===== config.mk =====
export PLATFORM = sky130hd
export DESIGN_NAME = hamming_encoder
export DESIGN_NICKNAME = d
export VERILOG_FILES = /design/src/rtl/hamming_encoder_pkg.sv /design/src/rtl/hamming_encoder.sv
export SDC_FILE = /design/constraint.sdc
export NUM_CORES = 1
export LEC_CHECK = 0
export CAP_MARGIN = 20
export CORE_AREA = 2 2 52 54
export CTS_BUF_LIST = sky130_fd_sc_hd__clkbuf_4
export DETAILED_ROUTE_END_ITERATION = 8
export DIE_AREA = 0 0 54 56
export GPL_ROUTABILITY_DRIVEN = 0
export PLACE_DENSITY = 0.56
export SLEW_MARGIN = 40
export SYNTH_ARGS = -nofsm -noshare
export SYNTH_HDL_FRONTEND = slang
export SYNTH_SLANG_ARGS = --single-unit

===== constraint.sdc =====
create_clock -name clk_i -period 0.9 [get_ports clk_i]
set_input_delay 0.18 -clock clk_i [delete_from_list [all_inputs] [get_ports clk_i]]
set_output_delay 0.18 -clock clk_i [all_outputs]
set_load 0.1 [all_outputs]

===== src/rtl/hamming_encoder_pkg.sv =====
// rtl/hamming_encoder_pkg.sv - shared Hamming width and codeword-position helpers
package gray_area_package;

    localparam int DEFAULT_DATA_WIDTH = 8;

    // Smallest r with 2^r >= data_width + r + 1.
    function automatic int calc_code_bits(input int data_width);
        int r;
        r = 0;
        for (int i = 1; i < 32; i++) begin
            if (r == 0 && (1 << i) >= data_width + i + 1) begin
                r = i;
            end
        end
        return r;
    endfunction

    function automatic int calc_coded_width(input int data_width);
        return data_width + calc_code_bits(data_width);
    endfunction

    function automatic bit is_parity_pos(input int pos);
        return (pos > 0) && ((pos & (pos - 1)) == 0);
    endfunction

    // Every power of two at or below the running position pushes the data bit one slot up.
    function automatic int data_pos(input int data_index);
        int pos;
        pos = data_index + 1;
        for (int k = 0; k < 31; k++) begin
            if ((1 << k) <= pos) begin
                pos = pos + 1;
            end
        end
        return pos;
    endfunction

endpackage


===== src/rtl/hamming_encoder.sv =====
// rtl/hamming_encoder.sv - single-cycle Hamming parity generator with registered outputs
module hamming_encoder
    import gray_area_package::*;
#(
    parameter int DATA_WIDTH = DEFAULT_DATA_WIDTH,
    localparam int CODE_BITS = calc_code_bits(DATA_WIDTH),
    localparam int CODED_WIDTH = calc_coded_width(DATA_WIDTH)
) (
    input  logic                  clk_i,
    input  logic                  rst_n_i,
    input  logic [DATA_WIDTH-1:0] data_in_i,
    input  logic                  valid_in_i,
    output logic [DATA_WIDTH-1:0] data_out_o,
    output logic [CODE_BITS-1:0]  parity_bits_o,
    output logic                  valid_out_o
);

    // Bits needed to write any codeword position 1..CODED_WIDTH; equals CODE_BITS by construction.
    localparam int POS_W = $clog2(CODED_WIDTH + 1);

    logic [POS_W-1:0]     pos_term [DATA_WIDTH];
    logic [CODE_BITS-1:0] parity_next;

    // XOR of set-bit positions: bit k of the result is the parity over positions with bit k set.
    for (genvar i = 0; i < DATA_WIDTH; i++) begin : g_pos
        localparam int POS = data_pos(i);
        assign pos_term[i] = data_in_i[i] ? POS_W'(POS) : '0;
    end

    always_comb begin
        parity_next = '0;
        for (int i = 0; i < DATA_WIDTH; i++) begin
            parity_next = parity_next ^ pos_term[i];
        end
    end

    always_ff @(posedge clk_i or negedge rst_n_i) begin
        if (!rst_n_i) begin
            data_out_o    <= '0;
            parity_bits_o <= '0;
            valid_out_o   <= 1'b0;
        end else begin
            valid_out_o <= valid_in_i;
            if (valid_in_i) begin
                data_out_o    <= data_in_i;
                parity_bits_o <= parity_next;
            end
        end
    end

endmodule


==> flow_summary.ini <==
[outcome]
outcome = complete, but fails checks
violations = negative setup slack

[cts]
clkSinkCount = 13
numCtsBuffers = 3
clkLatencyLatePin_ns = 0.26
htreeDepth = 1
tritoncts = built
cts_buffer_depth = 2
cts.clk_slew.worst_paths_ns = 0.08
root_buffer = clkbuf_4

[pwr]
p_sw_mw = 1.03
clkPwrFrac_pct = 15.0
total_power_mw = 2.50
p_comb_share_pct = 53.2
p_int_mw = 1.47
vdd_drop_max_v = 0.00158
power_density_nw_per_um2 = 2090
leakage_nw = 0.522
p_sw_share_pct = 41.3
seq_power_share_pct = 31.8

[sta]
setup-tns-final_ns = -2.52
tightest_slew_ns = 0.216
finalSetupViolCount = 14
fin_skew_ns = 0
fin_crit_sh_pct = 124
rsz0062_at_grt = yes
slew_headroom_pct = 85.6
fin_crit_ns = 1.11
hold_viol_final = 0
worst_slack_ns = -0.212
slew_violations = 0
fmax_mhz = 899

[synthesis]
synth_cells = 38
ys_ff_latch = 13
avgSynthCellArea_um2 = 15.3
synth-main-ff-cell = dfrtp_1
yosysWarnings = 0
synth.area.top_cells = dfrtp_1 (56%), mux2_2 (16%), xnor2_1 (11%), xor3_1 (4.1%), xnor3_1 (3.9%)
yosys.area.top_type_share_pct = 56.0
synth_most_common_cell = dfrtp_1
syn_area_um2 = 581
synth-edff-count = 0
synth.distinct_cells = 11
synth_top_cell_by_area = dfrtp_1
syn_nets = 49
synth.yosys.seq_area_share_pct = 56.0
synthTopCellsByCount = dfrtp_1 (13), mux2_2 (8), xnor2_1 (7), a21oi_1 (2), nor2_1 (2)
synth-async-reset-ratio_pct = 100

[final_layout]
post-route-util_pct = 49.2
seq_area_um2 = 367
area_delta_synth_final_pct = 106
drive_gt1_share_pct = 79.2
multi_input_area_um2 = 299
diodes = 0
fin_nets = 89
postLayoutCellArea_um2 = 1200
nFillCells = 220

[placed_design]
hpwl_um = 1040
place_area_um2 = 1120
portBuffers = 23
place_ws_ns = -0.835

[setup_path]
critPathCaptureType = output pin
crit_slowest_cell = dfrtp_4
crit_fanout = 2
start_kind = register
critPathKind = register to output pin
cp_num_buf_inv = 1
required_ns = 0.72
cpLargestDelayFamily = flip-flops
cp.arrival_ns = 0.93
path_cells = buf_12
slowest_delay_ns = 0.49

[grt]
grt_pass1_wl_um = 2120
grt_pass1_vias = 450
grt.total_usage_pct = 10.1
grt_max_degree = 14
antenna_found_initial = 0
grt_overflow = 0

[worst_hold_path]
hold_path_class = input pin to register

[route]
drc = 0
drt_iter0_markers = 6
wire_per_inst_um = 12.3
ant_nets = 0
first_pass_iters = 4
finalWirelength_um = 1320
via_per_inst = 3.99
vias = 427

[flow_run]
maxCapViolCount = 0

[die]
num_io_pins = 24
core_um2 = 2430
initial_utilization_pct = 23.9
die_x_um = 54
fp.dieArea_um2 = 3020
placementRows = 18
die_h_um = 56
-- cell families after synthesis --
logic type,share of synthesized area (%)
compound gates,1.72
buf+inv,0.861
mux,20.0
flops,56.0
xor+xnor,20.0
simple gates,1.29
-- sequential cells by signal (all words and copies together), names as in the netlist --
signal,count
data_out_o,8
valid_out_o,1
parity_bits_o,4
-- repair_timing --
action,in CTS,in global routing
hold buffers,0,0
gates resized for setup,31,4
buffers inserted,1,2
endpoints found under the hold margin,0,0
pin swaps,4,2
endpoints found under the setup margin,25,14
-- placed cells by master (no fill, tap or decap), types with 3 or more instances in the layout --
master,n
buf_12,14
buf_4,11
dfrtp_4,10
mux2_2,7
xnor2_1,4
clkbuf_4,4
dfrtp_2,3
dlygate4sd2_1,3
-- per-layer routing --
metal | share of wire, % | wire (µm) | track usage [%]
met1 | 41 | 541 | 11.6
met2 | 53 | 706 | 16.6
met3 | 3.9 | 51 | 1.61
met4 | 1.6 | 21 | 6.43
met5 | 0 | 0 | 0
-- area by class of cell --
cell class / instances / area share (%)
Timing Repair Buffer: 36 / 38.7
Multi-Input combinational cell: 24 / 25.0
Clock buffer: 4 / 2.51
Sequential cell: 13 / 30.6
Tap cell: 30 / 3.14
-- metrics by stage --
step	hold WS, ns	std cells
final	0.179	107
after global routing	0.170	107
after CTS	0.168	105
after detailed placement	0.527	100
after global placement	0.527	100
after floorplan	-0.116	38
-- path summary, 6_finish.rpt --
kind | from | endpoint | slack (ns) | cells after the start
setup / recovery | parity_bits_o[0]$_DFFE_PN0P_ | parity_bits_o[0] | -0.21 | 1
hold / removal | data_in_i[4] | data_out_o[4]$_DFFE_PN0P_ | 0.18 | 2
setup reg to reg | parity_bits_o[0]$_DFFE_PN0P_ | parity_bits_o[0]$_DFFE_PN0P_ | 0.02 | 1
hold reg to reg | data_out_o[6]$_DFFE_PN0P_ | data_out_o[6]$_DFFE_PN0P_ | 0.55 | 1
max in group asynchronous | rst_n_i | data_out_o[7]$_DFFE_PN0P_ | 0.53 | 2
min in group asynchronous | rst_n_i | parity_bits_o[3]$_DFFE_PN0P_ | 0.24 | 2
-- power by group through the flow --
stage | Sequential, mW | Combinational, mW | Clock (mW)
finish | 0.797 | 1.33 | 0.374
floorplan | 1.38 | 0.176 | 0
CTS | 0.800 | 1.31 | 0.401
detailed placement | 0.814 | 1.29 | 0
global route | 0.810 | 1.37 | 0.434
global placement | 0.814 | 1.28 | 0
No activity file was read; power rests on OpenSTA's default activity.
